==> config.mk <==
export PLATFORM = sky130hd
export DESIGN_NAME = seq_pattern_tx
export DESIGN_NICKNAME = d
export VERILOG_FILES = /design/src/rtl/seq_pattern_tx.sv
export SDC_FILE = /design/constraint.sdc
export NUM_CORES = 1
export LEC_CHECK = 0
export ABC_CLOCK_PERIOD_IN_PS = 3100
export CORE_ASPECT_RATIO = 0.8
export CORE_MARGIN = 2
export CORE_UTILIZATION = 49
export CTS_BUF_LIST = sky130_fd_sc_hd__clkbuf_8
export DETAILED_ROUTE_END_ITERATION = 10
export GPL_TIMING_DRIVEN = 0
export PLACE_DENSITY = 0.78
export SETUP_SLACK_MARGIN = 0.3
export SLEW_MARGIN = 20
export SYNTH_ARGS = -nofsm -noshare
export SYNTH_HDL_FRONTEND = slang
export SYNTH_SLANG_ARGS = --single-unit
==> constraint.sdc <==
create_clock -name clk -period 3.1 [get_ports clk]
set_input_delay 0.93 -clock clk [delete_from_list [all_inputs] [get_ports clk]]
set_output_delay 0.93 -clock clk [all_outputs]
set_load 0.05 [all_outputs]
==> src/rtl/seq_pattern_tx.sv <==
// Serial pattern transmitter: shifts a parallel word out MSB-first and keeps a
// saturating reference count of overlapping "101" occurrences in the stream.
module seq_pattern_tx #(
  parameter int WIDTH = 8,
  parameter int LENW  = 4,
  parameter int CW    = 4
) (
  input  logic             clk,
  input  logic             rst,
  input  logic             start,
  input  logic [WIDTH-1:0] data,
  input  logic [LENW-1:0]  len,
  output logic             x,
  output logic             valid,
  output logic             busy,
  output logic             done,
  output logic [CW-1:0]    hits
);

  // state_reg names what is visible on the outputs during the current cycle
  localparam logic [1:0] S_IDLE = 2'd0;
  localparam logic [1:0] S_SEND = 2'd1;
  localparam logic [1:0] S_DONE = 2'd2;

  localparam logic [LENW-1:0] WIDTH_L = LENW'(WIDTH);

  logic [1:0]       state_reg;
  logic [WIDTH-1:0] sr_reg;
  logic [LENW-1:0]  cnt_reg;
  logic [1:0]       h_reg;

  logic [LENW-1:0]  len_clamp;
  logic [WIDTH-1:0] aligned;
  logic             bit_next;
  logic             hit_next;

  always_comb begin
    len_clamp = (len > WIDTH_L) ? WIDTH_L : len;
    // Left-align the active field so the next bit is always at the MSB
    aligned   = data << (WIDTH_L - len_clamp);
    bit_next  = sr_reg[WIDTH-1];
    hit_next  = (h_reg == 2'b10) && bit_next && (hits != {CW{1'b1}});
  end

  always_ff @(posedge clk) begin
    if (rst) begin
      state_reg <= S_IDLE;
      sr_reg    <= '0;
      cnt_reg   <= '0;
      h_reg     <= 2'b00;
      x         <= 1'b0;
      valid     <= 1'b0;
      busy      <= 1'b0;
      done      <= 1'b0;
      hits      <= '0;
    end else begin
      case (state_reg)
        S_IDLE: begin
          if (start && (len != '0)) begin
            state_reg <= S_SEND;
            sr_reg    <= aligned << 1;
            cnt_reg   <= len_clamp - 1'b1;
            // History restarts with the first bit so patterns never span frames
            h_reg     <= {1'b0, aligned[WIDTH-1]};
            hits      <= '0;
            x         <= aligned[WIDTH-1];
            valid     <= 1'b1;
            busy      <= 1'b1;
          end
        end
        S_SEND: begin
          if (cnt_reg == '0) begin
            state_reg <= S_DONE;
            x         <= 1'b0;
            valid     <= 1'b0;
            done      <= 1'b1;
          end else begin
            cnt_reg <= cnt_reg - 1'b1;
            sr_reg  <= sr_reg << 1;
            x       <= bit_next;
            h_reg   <= {h_reg[0], bit_next};
            if (hit_next) begin
              hits <= hits + 1'b1;
            end
          end
        end
        S_DONE: begin
          state_reg <= S_IDLE;
          done      <= 1'b0;
          busy      <= 1'b0;
        end
        default: begin
          state_reg <= S_IDLE;
          x         <= 1'b0;
          valid     <= 1'b0;
          busy      <= 1'b0;
          done      <= 1'b0;
        end
      endcase
    end
  end

endmodule

**After elaboration in Yosys (flattened, before gate mapping)**

Index checks and enable logic that the tools add are counted.

- Bits in registers: 24
- Bits of input ports: 15
- Word-level logic and storage cells: 66
- Output and inout bits: 8

- Add/subtract/negate cells: 4
- Shift-type cells: 1
- Reduce and logical (&&, ||, !) cells: 14
- Equal/unequal tests: 8
- Bitwise gates (word level): 3
- Mux-type cells: 26
- $lt $le $gt $ge: 1

Operators with widths:

| cell | count |
|---|---|
| $mux 4 | 6 |
| $mux 8 | 2 |
| $pmux 4 s2 | 2 |
| $pmux 8 s2 | 1 |
| $mux 2 | 4 |
| $ne 2x2->1 const B | 4 |
| $pmux 2 s2 | 2 |
| $reduce_and 2->1 | 4 |
| $shl 8x4->8 | 1 |
| $sub 4x1->4 const B | 2 |
| $pmux 1 s3 | 2 |
| $reduce_and 3->1 | 2 |
| $mux 1 | 5 |
| $add 4x1->4 const B | 1 |
| $eq 2x2->1 const B | 2 |
| $gt 4x4->1 const B | 1 |
| $logic_not 4->1 | 1 |
| $ne 4x4->1 const B | 1 |
| $pmux 1 s2 | 2 |
| $reduce_and 4->1 | 1 |
| $reduce_bool 4->1 | 1 |
| $sub 4x4->4 const A | 1 |
| $logic_and 1x1->1 | 3 |
| $not 1->1 | 3 |
| 3 further kinds | 3 |

**Longest topological paths before layout**

Gate-level depths: netlist (run 1).

- Word-level depth: 6
- Gate-level depth with buffers: 8
- Gate-level depth less buffers: 7

**Worst setup path before layout (run 1)**

No wires, ideal clock.

- Path type: input -> register
- From: input len[0]
- To: register sr_reg[5]
- Setup time: 0.122 ns
- Buffers on the path: 1
- Path slack: 0.125 ns
- Data arrival time: 2.852 ns
- Cell stages on the path: 7
- Data required time: 2.978 ns
- Cell sequence: nor2b_1 > clkinv_1 > ha_1 > clkbuf_1 > mux4_2 > a31oi_1 > a21oi_1

- Longest elaborated chain between the ends: 6
- Elaborated cells on any way between the ends: 10
- Classes of those cells: add/sub: 1; order compare: 1; eq/ne: 1; shift: 1; mux: 3; reduce/logical: 3

Ends and longest elaborated chain:

| element | line | text |
|---|---|---|
| from (decl) | 12 | `input logic [LENW-1:0] len,` |
| $gt 4x4->1 | 38 | `len_clamp = (len > WIDTH_L) ? WIDTH_L : len;` |
| $mux 4 | 38 |  |
| $sub 4x4->4 | 40 | `aligned = data << (WIDTH_L - len_clamp);` |
| $shl 8x4->8 | 40 |  |
| $mux 8 | 59 | `if (start && (len != '0)) begin` |
| $pmux 8 s2 | 57 | `case (state_reg)` |
| to (signal assigned) | 61 | `sr_reg <= aligned << 1;` |
| to (signal assigned) | 79 | `sr_reg <= sr_reg << 1;` |
| to (decl) | 28 | `logic [WIDTH-1:0] sr_reg;` |

Parallel ways exist; a longest one is shown, timed or not. The select of a mux whose other input is x is not followed.
A chain may end at the register's enable or synchronous reset.

**Final worst setup path (run 1)**

- From: input len[3]
- To: register sr_reg[7]

The elaborated chain is that of the path after synthesis.

==> metrics.md, run 1 <==
| Metric | Value |
|---|---|
| Outcome | `finished clean` |
| Final setup viols | `0` |
| Most frequent cells in the layout | `dfxtp_1, clkdlybuf4s50_1, a21oi_1` |
| Total gr overflow | `0` |
| Power density over the cells | `472.7 mW/mm^2` |
| Reg2reg start | `state_reg[0]` |
| Final min period | `2.666 ns` |
| Worst-path maximum fanout | `8` |
| Post-Syn Area | `0.001289 sq mm` |
| Dpl hpwl | `2.466 mm` |
| Layout cells sized above 1 | `9.770%` |
| Hold Path Cell Cnt | `2` |
| Fin. Hold Viols | `0` |
| Commonest non-fill, non-tap cell in the layout | `dfxtp_1` |
| Diode count | `0` |
| Vias post-DR | `1,243` |
| Synth Instances | `147` |
| CP endpoint kind | `flip-flop` |
| Cell depth of the worst setup path | `9` |
| Number of nets in the final layout | `193` |
| Number of CTS-inserted buffers | `3` |
| Async SR Flop Fraction | `0%` |
| Synth Register Bits | `23` |
| Die W | `just over 60 um` |
| Final worst path period share | `between 80% and 90%` |
| WL/cell | `15.06 um` |
| Top delay family on crit path | `simple AND/OR/NAND/NOR gates` |
| CP cell instances | `dlygate4sd2_1, nor2b_4, clkinv_4, ha_1, clkbuf_8, or4bb_1, o21ai_1, nand3_1, a31oi_1` |
| Number of enable flip-flop cells after synthesis | `0` |
| Tot GR Track Use | `22.63%` |
| Antenna viol nets, final | `0` |
| Predominant post-synthesis flop cell | `dfxtp_1` |
| Clk_lat worst skew | `0.26 ns` |
| Area grow syn2layout | `26.80%` |
| Vias in the first global route | `1,165` |
| CTS tree | `done` |
| Class of the worst hold path | `reg -> reg` |
| RSZ-0062 raised after global routing | `no` |
| Post-synth cell types | `39` |
| Slew headroom | `56.19%` |
| Seq/Total Area, Yosys | `35.73%` |
| Final wirelength | `~3.2 mm` |
| Setup CP Type | `in -> reg` |
| DR DRC count | `0` |
| FF-to-FF path depth | `6` |
| Slew Viols, Final | `0` |
| Syn_nets | `165` |
| Slowest-stage cell, CP | `or4bb_1` |
| Post-route insts no fill | `210` |
| Max IR drop VDD | `between 0.3 and 0.4 mV` |
| Worst Min Path Start | `h_reg[1]` |
| YS warnings | `0` |
| Min Hold Slack | `0.4556 ns` |
| Max Root-Sink Buffers | `2` |
| CP arrival | `2.86 ns` |
| DR pass1 iterations | `4` |
| FF-to-FF setup slack | `1.02 ns` |
| Buf/Inv on CP | `3` |
| Clock transition at path regs | `0.08 ns` |
| Avg Vias per Cell | `5.919` |
| Initial antenna violation count | `0` |
| Max incr delay on CP | `0.47 ns` |
| Syn_area_per_cell | `approximately 8.8 sq um` |
| Die area | `0.003059 sq mm` |
| Global-route wire length before repair | `5.244 mm` |
| Startpoint types | `input port` |
| # IOs | `23` |
| MaxCap Viol Count | `0` |
| Worst clock skew | `0.005310 ns` |
| Largest register FFs | `7` |
| Placed cells | `between 200 and 250` |
| Largest net degree at the start of global routing | `13` |
| Leakage Power | `~0.59 nW` |
| Core Area | `0.002462 sq mm` |
| Starting Density | `52.34%` |
| Gpl congestion | `0.8879` |
| CTS Root Cell | `clkbuf_8` |
| Die Height | `49.87 um` |
| PortBufs | `22` |
| Crit path to | `sr_reg[7]` |
| Max Fclk | `between 300 and 400 MHz` |
| Initial drt markers | `72` |
| CP required | `3.29 ns` |
| CTS sink count | `23` |
| Critical R2R Capture | `cnt_reg[2]` |
| Worst Tran Pin Value | `0.6518 ns` |
| CP startpoint | `len[3]` |
| H-tree lvl count | `1` |
| FP Rows | `16` |
[cell type report]
| type | count | area (sq um) |
|---|---|---|
| Fill cell | 210 | 828.3 |
| Tap cell | 36 | 45.04 |
| Clock buffer | 3 | 41.29 |
| Multi-Input combinational cell | 111 | 785.8 |
| Buffer | 8 | 48.80 |
| Clock inverter | 1 | 3.754 |
| Timing Repair Buffer | 23 | 225.2 |
| Sequential cell | 23 | 460.4 |
| Inverter | 5 | 23.77 |
[cell families after synthesis]
group / after synthesis / synth area share [%]
AO/OA/AOI/OAI: 46 / 22.33
XOR/XNOR: 3 / 2.039
adder cells (fa/ha/maj): 3 / 2.913
buffers and inverters: 13 / 4.465
flip-flops: 23 / 35.73
multiplexers: 9 / 10.97
AND/OR/NAND/NOR: 50 / 21.55
[synthesized netlist by cell type, types with 2 or more instances]
cell | count | area [sq um]
dfxtp_1 | 23 | 460.4
a21oi_1 | 13 | 65.06
nand2_1 | 12 | 45.04
o21ai_0 | 12 | 60.06
a31oi_1 | 8 | 50.05
nor2_1 | 7 | 26.28
clkbuf_1 | 6 | 22.52
nand2b_1 | 5 | 31.28
nand3_1 | 5 | 25.02
a32oi_1 | 4 | 35.03
inv_1 | 4 | 15.01
mux2i_1 | 4 | 40.04
mux4_2 | 4 | 90.09
nand4_1 | 4 | 25.02
or3_1 | 4 | 25.02
ha_1 | 3 | 37.54
nor2b_1 | 3 | 18.77
and2_1 | 2 | 12.51
and3_1 | 2 | 12.51
nor4_2 | 2 | 25.02
xor2_1 | 2 | 17.52
[power breakdown]
part	switching [W]	total [W]	leakage, nW	internal [W]
clock network	0.0000900	0.000178	0.0269	0.0000884
registers	0.0000250	0.000351	0.189	0.000326
logic	0.000141	0.000243	0.375	0.000102
[metrics by stage]
step | utilization [%] | instance area [sq um] | setup TNS (ns) | power [W] | setup WS, ns
floorplan | - | 1291 | 0 | 0.0005133 | 0.3138
CTS | 66.36 | 1634 | 0 | 0.0007720 | 0.4479
global route | 66.36 | 1634 | 0 | 0.0008136 | 0.3048
detailed placement | 63.21 | 1556 | -4.271 | 0.0005902 | -0.5968
global placement | 63.21 | 1556 | -2.980 | 0.0005799 | -0.4822
finish | 66.36 | 1634 | 0 | 0.0007724 | 0.4339
[worst min-delay path, stage by stage, from the launching register on]
cell	delay [ns]
dfxtp_1	0.31
nand2_1	0.05
a21oi_1	0.05
[layer usage]
metal  GRT usage, %  vias up  part of all wire, %
li1               -      609                    -
met1          30.73      587                   45
met2          36.17       42                   49
met3          6.037        5                  6.1
met4          4.255        0                 0.70
met5              0        -                    0
[timing repair]
| action | CTS | global route |
|---|---|---|
| hold endpoints to repair | 0 | 0 |
| hold buffers | 0 | 0 |
| endpoints found under the setup margin | 11 | 0 |
| setup buffers | 1 | 0 |
| resized for setup | 9 | 0 |
[how the worst min path moves through the flow]
stage / to
after floorplan: h_reg[1]
after global placement: sr_reg[1]
after detailed placement: h_reg[1]
after CTS: h_reg[1]
after global routing: h_reg[1]
final: h_reg[1]
No activity file was read; power rests on OpenSTA's default activity.
==> run 2, diff against run 1 <==
--- a/config.mk
+++ b/config.mk
@@ -5,14 +5,14 @@
 export SDC_FILE = /design/constraint.sdc
 export NUM_CORES = 1
 export LEC_CHECK = 0
-export ABC_CLOCK_PERIOD_IN_PS = 3100
+export ABC_CLOCK_PERIOD_IN_PS = 3400
 export CORE_ASPECT_RATIO = 0.8
 export CORE_MARGIN = 2
-export CORE_UTILIZATION = 49
+export CORE_UTILIZATION = 58
 export CTS_BUF_LIST = sky130_fd_sc_hd__clkbuf_8
 export DETAILED_ROUTE_END_ITERATION = 10
 export GPL_TIMING_DRIVEN = 0
-export PLACE_DENSITY = 0.78
+export PLACE_DENSITY = 0.87
 export SETUP_SLACK_MARGIN = 0.3
 export SLEW_MARGIN = 20
 export SYNTH_ARGS = -nofsm -noshare
==> constraint.sdc (replaced) <==
create_clock -name clk -period 3.4 [get_ports clk]
set_input_delay 1.02 -clock clk [delete_from_list [all_inputs] [get_ports clk]]
set_output_delay 1.02 -clock clk [all_outputs]
set_load 0.05 [all_outputs]
==> run 2 against run 1 <==
Non-clock buffer count rose by 1. Final area rose by 0.15%. Clock power fell by 7%. Via count rose by 6.0%. Global-route usage rose by 5.7 points. Sequential power fell by 8.5%. Sequential share of layout area barely moved. Clock skew fell by 0.0012 ns. Power fell by 6.8%. Utilization rose by 11 points. First-iteration DRC count rose by 5.6%. Sequential cell count did not move.
==> metrics.md, run 2 (same netlist as run 1, synthesis figures left out) <==
| Metric | Value |
|---|---|
| Diode count | `0` |
| Antenna viol nets, final | `0` |
| Die area | `0.002617 sq mm` |
| Core Area | `0.002121 sq mm` |
| Initial antenna violation count | `0` |
| Outcome | `finished clean` |
| CTS sink count | `23` |
| Startpoint types | `input port` |
| Finished layout cell area | `0.001637 sq mm` |
| Largest register FFs | `7` |
| Worst-path maximum fanout | `8` |
| Total gr overflow | `0` |
| Power density over the cells | `439.7 mW/mm^2` |
| CTS tree | `done` |
| H-tree lvl count | `1` |
| Final min period | `~3.0 ns` |
| Dpl hpwl | `approximately 2.6 mm` |
| Final worst path period share | `between 80% and 90%` |
| MaxCap Viol Count | `0` |
| Critical R2R Capture | `cnt_reg[2]` |
| CTS Root Cell | `clkbuf_8` |
| Final wirelength | `3.590 mm` |
| Reg2reg start | `state_reg[0]` |
| Area grow syn2layout | `26.99%` |
| FF-to-FF path depth | `6` |
| RSZ-0062 raised after global routing | `no` |
| DR DRC count | `0` |
| Vias post-DR | `around 1.3k` |
| Max IR drop VDD | `0.4827 mV` |
| Cell Area, Placed | `roughly 0.0015 sq mm` |
| Max Fclk | `approximately 330 MHz` |
| Class of the worst hold path | `reg -> reg` |
| Layout cells sized above 1 | `12.00%` |
| PortBufs | `22` |
| CP arrival | `between 3 and 4 ns` |
| Crit path to | `sr_reg[7]` |
| CP startpoint | `len[0]` |
| DR pass1 iterations | `4` |
| PnR worst setup slack | `0.3712 ns` |
| Largest net degree at the start of global routing | `14` |
| Place WS | `-0.6092 ns` |
| CP endpoint kind | `flip-flop` |
| Most frequent cells in the layout | `dfxtp_1, clkdlybuf4s50_1, a21oi_1` |
| Slew headroom | `between 50% and 60%` |
| FF-to-FF setup slack | `1.31 ns` |
| Clock transition at path regs | `approximately 0.07 ns` |
| Die W | `56.70 um` |
| Avg Vias per Cell | `6.585` |
| CP required | `between 3 and 4 ns` |
| Vias in the first global route | `1,151` |
| Starting Density | `about three fifths` |
| Fin. Hold Viols | `0` |
| Clk_lat worst skew | `roughly 0.26 ns` |
| Leakage Power | `approximately 0.60 nW` |
| Tot GR Track Use | `28.38%` |
| Die Height | `46.16 um` |
| Slew Viols, Final | `0` |
| Final setup viols | `0` |
| WL/cell | `around 18 um` |
| Initial drt markers | `76` |
| Worst clock skew | `~0.0041 ns` |
| FP Rows | `15` |
| Number of nets in the final layout | `~190` |
| Global-route wire length before repair | `between 5 and 6 mm` |
| Number of CTS-inserted buffers | `3` |
| Commonest non-fill, non-tap cell in the layout | `dfxtp_1` |
| Max Root-Sink Buffers | `2` |
| Gpl congestion | `0.9608` |
| # IOs | `23` |
| Worst Tran Pin Value | `~0.66 ns` |
| Setup CP Type | `in -> reg` |
run 2: cell types whose count changed in the layout (fill, tap and decap cells not counted), sizes merged:
cell           before  now
clkbuf              9    8
dlymetal6s2s        0    1
buf                 3    5
dlygate4sd2         2    0
clkdlybuf4s50      20   21
run 2: how the worst min path moves through the flow:
stage / startpoint / depth (start not counted) / slack, ns / to
CTS: h_reg[1] / 2 / 0.45 / h_reg[1]
detailed placement: h_reg[1] / 2 / 0.44 / h_reg[1]
finish: h_reg[1] / 2 / 0.45 / h_reg[1]
floorplan: h_reg[1] / 2 / 0.43 / h_reg[1]
global route: h_reg[1] / 2 / 0.48 / h_reg[1]
global placement: sr_reg[1] / 2 / 0.44 / sr_reg[1]
run 2: layer usage:
metal	vias to the layer above	GRT usage (%)	wire length [um]
li1	617	-	-
met1	606	36.28	1488
met2	73	49.07	1738
met3	21	7.303	269
met4	0	6.667	93
met5	-	0	0
run 2: through the flow:
step | std cells | hold WS [ns] | util [%] | setup TNS [ns] | total power (W)
2_1_floorplan | 147 | 0.4321 | - | 0 | 0.0004675
3_3_place_gp | 194 | 0.4397 | 72.63 | -2.893 | 0.0005270
3_5_place_dp | 194 | 0.4434 | 72.63 | -4.208 | 0.0005406
4_1_cts | 199 | 0.4538 | 75.75 | 0 | 0.0007067
5_1_grt | 200 | 0.4806 | 77.17 | 0 | 0.0007505
6_report | 200 | 0.4520 | 77.17 | 0 | 0.0007197
run 2: area by class of cell:
cell class / instances / area, sq um
plain buffers: 8 / 42.54
flip-flops and latches: 23 / 460.4
fillers: 150 / 484.2
multi-input cells: 111 / 797.0
inverters: 5 / 21.27
clock inverters: 1 / 5.005
clock buffers: 3 / 41.29
well taps: 25 / 31.28
repair buffers: 24 / 237.7
run 2: timing repair:
action | CTS | global route
endpoints found under the setup margin | 9 | 12
gates resized for setup | 5 | 7
setup buffers | 1 | 1
pin swaps | 1 | 1
hold endpoints to repair | 0 | 0
hold buffers | 0 | 0
run 2: worst max-delay path: stages:
cell and delay (ns):
clkdlybuf4s50_1 0.52, nor2b_4 0.20, inv_4 0.07, ha_1 0.29
buf_4 0.18, or4bb_1 0.49, o21ai_2 0.09, nand3_1 0.13
a31oi_1 0.22
run 2: report_power, final:
part,total (W),leakage (nW),switching [W],internal (W)
combinational,0.000234,0.388,0.000139,0.0000947
sequential,0.000321,0.189,0.0000239,0.000297
clock,0.000165,0.0255,0.0000830,0.0000817
==> run 3, diff against run 2 <==
--- a/config.mk
+++ b/config.mk
@@ -5,10 +5,11 @@
 export SDC_FILE = /design/constraint.sdc
 export NUM_CORES = 1
 export LEC_CHECK = 0
+export ABC_AREA = 1
 export ABC_CLOCK_PERIOD_IN_PS = 3400
 export CORE_ASPECT_RATIO = 0.8
 export CORE_MARGIN = 2
-export CORE_UTILIZATION = 58
+export CORE_UTILIZATION = 59
 export CTS_BUF_LIST = sky130_fd_sc_hd__clkbuf_8
 export DETAILED_ROUTE_END_ITERATION = 10
 export GPL_TIMING_DRIVEN = 0
==> run 3 against run 2 <==
Global-route usage is 1.3 points lower. Power is 12% higher. Utilization is 0.30 points lower. Largest power group unchanged.
==> metrics.md, run 3 <==
| Metric | Value |
|---|---|
| Outcome | `finished clean` |
| Class of the worst hold path | `reg -> reg` |
| Post-synth top cells | `nand2_1, inv_1, nand3_1` |
| Max incr delay on CP | `0.44 ns` |
| Number of enable flip-flop cells after synthesis | `0` |
| CP cell instances | `clkdlybuf4s50_1, inv_4, nand2_2, buf_6, ha_1, buf_2, inv_1, nand3_1, nand3_1, nand3_1, nand2_1, nand2_1, a21oi_1` |
| Die area | `~0.0028 sq mm` |
| Commonest non-fill, non-tap cell in the layout | `nand2_1` |
| Vias post-DR | `~1.4k` |
| Syn_area_per_cell | `around 7.0 sq um` |
| Number of CTS-inserted buffers | `3` |
| Leakage Power | `0.7574 nW` |
| Comb power frac | `around 39%` |
| Post-CTS Resized | `0` |
| Clk_lat worst skew | `0.26 ns` |
| CP required | `3.59 ns` |
| Area leader, netlist | `dfxtp_1` |
| Area fraction of the dominant cell type after synthesis | `32.92%` |
| FP Rows | `15` |
| Worst clock skew | `0.005462 ns` |
| H-tree lvl count | `1` |
| Antenna viol nets, final | `0` |
| # IOs | `23` |
| Layout cells sized above 1 | `10.27%` |
| Most frequent cells in the layout | `nand2_1, inv_1, nand3_1` |
| WL/cell | `13.55 um` |
| Top-count cell post-synth | `nand2_1` |
| Die W | `58.44 um` |
| Post-synth cell types | `34` |
| Fin. Hold Viols | `0` |
| Slowest-stage cell, CP | `clkdlybuf4s50_1` |
| FF+latch area | `460.4 sq um` |
| Dpl hpwl | `2.685 mm` |
| Multi-input gate area | `around 750 sq um` |
| CP endpoint kind | `flip-flop` |
| Core Area | `0.002196 sq mm` |
| Die Height | `47.55 um` |
| Area grow syn2layout | `20.66%` |
| RSZ-0062 raised after global routing | `no` |
| PortBufs | `21` |
| Max Fclk | `345.0 MHz` |
| CTS sink count | `23` |
| Setup Fix Bufs, Post-CTS | `0` |
| Power density over the cells | `477.4 mW/mm^2` |
| Worst-path maximum fanout | `10` |
| Max Root-Sink Buffers | `2` |
| Clock transition at path regs | `roughly 0.08 ns` |
| YS warnings | `0` |
| MaxCap Viol Count | `0` |
| DR pass1 iterations | `4` |
| Net Switching | `0.0003001 W` |
| Avg Vias per Cell | `about 5.8` |
| Max IR drop VDD | `around 0.48 mV` |
| Final min period | `2.899 ns` |
| Slew Viols, Final | `0` |
| Top delay family on crit path | `buffers and inverters` |
| Async SR Flop Fraction | `0%` |
| Int Power | `~0.00051 W` |
| Sw Ratio | `a little under two fifths` |
| Reg power frac | `41.0%` |
| DR DRC count | `0` |
| Final setup viols | `0` |
| Buf/Inv on CP | `5` |
| Startpoint types | `input port` |
| Gpl congestion | `0.8775` |
| Slew headroom | `61.20%` |
| Total gr overflow | `0` |
| Setup CP Type | `in -> reg` |
| Final wirelength | `3.375 mm` |
| CP arrival | `between 3 and 4 ns` |
| Setup TNS | `0 ns` |
| Initial drt markers | `112` |
| Crit-path most repeated cell | `nand3_1` |
| Largest register FFs | `7` |
| Syn_nets | `about 220` |
| Cell Area, Placed | `0.001640 sq mm` |
| Predominant post-synthesis flop cell | `dfxtp_1` |
| Number of nets in the final layout | `243` |
| Global-route wire length before repair | `5.733 mm` |
| CTS tree | `done` |
| Synth Register Bits | `23` |
| Post-Syn Area | `about 0.0014 sq mm` |
| Diode count | `0` |
| Tot GR Track Use | `27.06%` |
| Starting Density | `a little under two thirds` |
| Worst Tran Pin Value | `0.5759 ns` |
| CTS Root Cell | `clkbuf_8` |
| Synth Instances | `199` |
| Finished layout cell area | `0.001688 sq mm` |
| Final worst path period share | `85.25%` |
| Filler cell count | `170` |
| Area contributors post-synth | `dfxtp_1, nand3_1, nand2_1` |
| Hold_buf cts | `0` |
| Initial antenna violation count | `0` |
| Clock Power Share | `20.2%` |
| Vias in the first global route | `1,352` |
| Seq/Total Area, Yosys | `32.92%` |
| Largest net degree at the start of global routing | `13` |
## run 3: layer usage
| metal | part of all wire (%) | global-route usage, % | up-vias | wire [um] |
|---|---|---|---|---|
| met5 | 0 | 0 | - | 0 |
| met4 | 0.80 | 7.442 | 0 | 27 |
| met3 | 6.8 | 5.946 | 4 | 229 |
| met2 | 48 | 47.42 | 62 | 1608 |
| met1 | 45 | 34.43 | 657 | 1510 |
| li1 | - | - | 714 | - |
## run 3: area by class of cell
cell class / instances / area share, %
multi-input cells: 137 / 44.55
inverters: 32 / 7.265
repair buffers: 21 / 12.60
well taps: 25 / 1.853
plain buffers: 7 / 3.781
flip-flops and latches: 23 / 27.28
clock inverters: 1 / 0.2224
clock buffers: 3 / 2.446
## run 3: cells by family after synthesis
logic type / count (synthesis) / share of synthesized area [%]
AND/OR/NAND/NOR: 87 / 32.56
AO/OA/AOI/OAI: 46 / 17.89
buffers and inverters: 39 / 13.33
flip-flops: 23 / 32.92
adder cells (fa/ha/maj): 3 / 2.684
XOR/XNOR: 1 / 0.6262
## run 3: stage by stage
step	setup slack (ns)	hold WS, ns	util, %	instances	power (W)
floorplan	1.005	0.4436	-	199	0.0005582
global placement	0.1852	0.4345	74.70	245	0.0006297
detailed placement	0.1242	0.4528	74.70	245	0.0006446
CTS	0.3834	0.4645	76.75	249	0.0008028
global route	0.3416	0.4829	76.87	249	0.0008589
finish	0.5014	0.4640	76.87	249	0.0008058
## run 3: worst register-to-register path, cell delays in order (launching register included)
cell	delay, ns
dfxtp_1	0.34
ha_1	0.22
nand2_1	0.09
nor2_1	0.04
o21ai_0	0.46
nand2_4	0.12
nor3_1	0.22
nor3b_2	0.07
## run 3: power groups by stage
| stage | sequential [W] | combinational, W | clock, W |
|---|---|---|---|
| final | 0.000331 | 0.000312 | 0.000163 |
| after global routing | 0.000334 | 0.000346 | 0.000179 |
| after CTS | 0.000330 | 0.000309 | 0.000164 |
| after detailed placement | 0.000336 | 0.000308 | 0 |
| after global placement | 0.000334 | 0.000296 | 0 |
| after floorplan | 0.000366 | 0.000192 | 0 |
## run 3: worst paths after layout
path,start,slack [ns],cells after the start,to
setup / recovery,len[3],0.50,13,h_reg[0]
hold / removal,done,0.46,2,done
setup reg to reg,hits[0],1.73,7,hits[3]
hold reg to reg,done,0.46,2,done
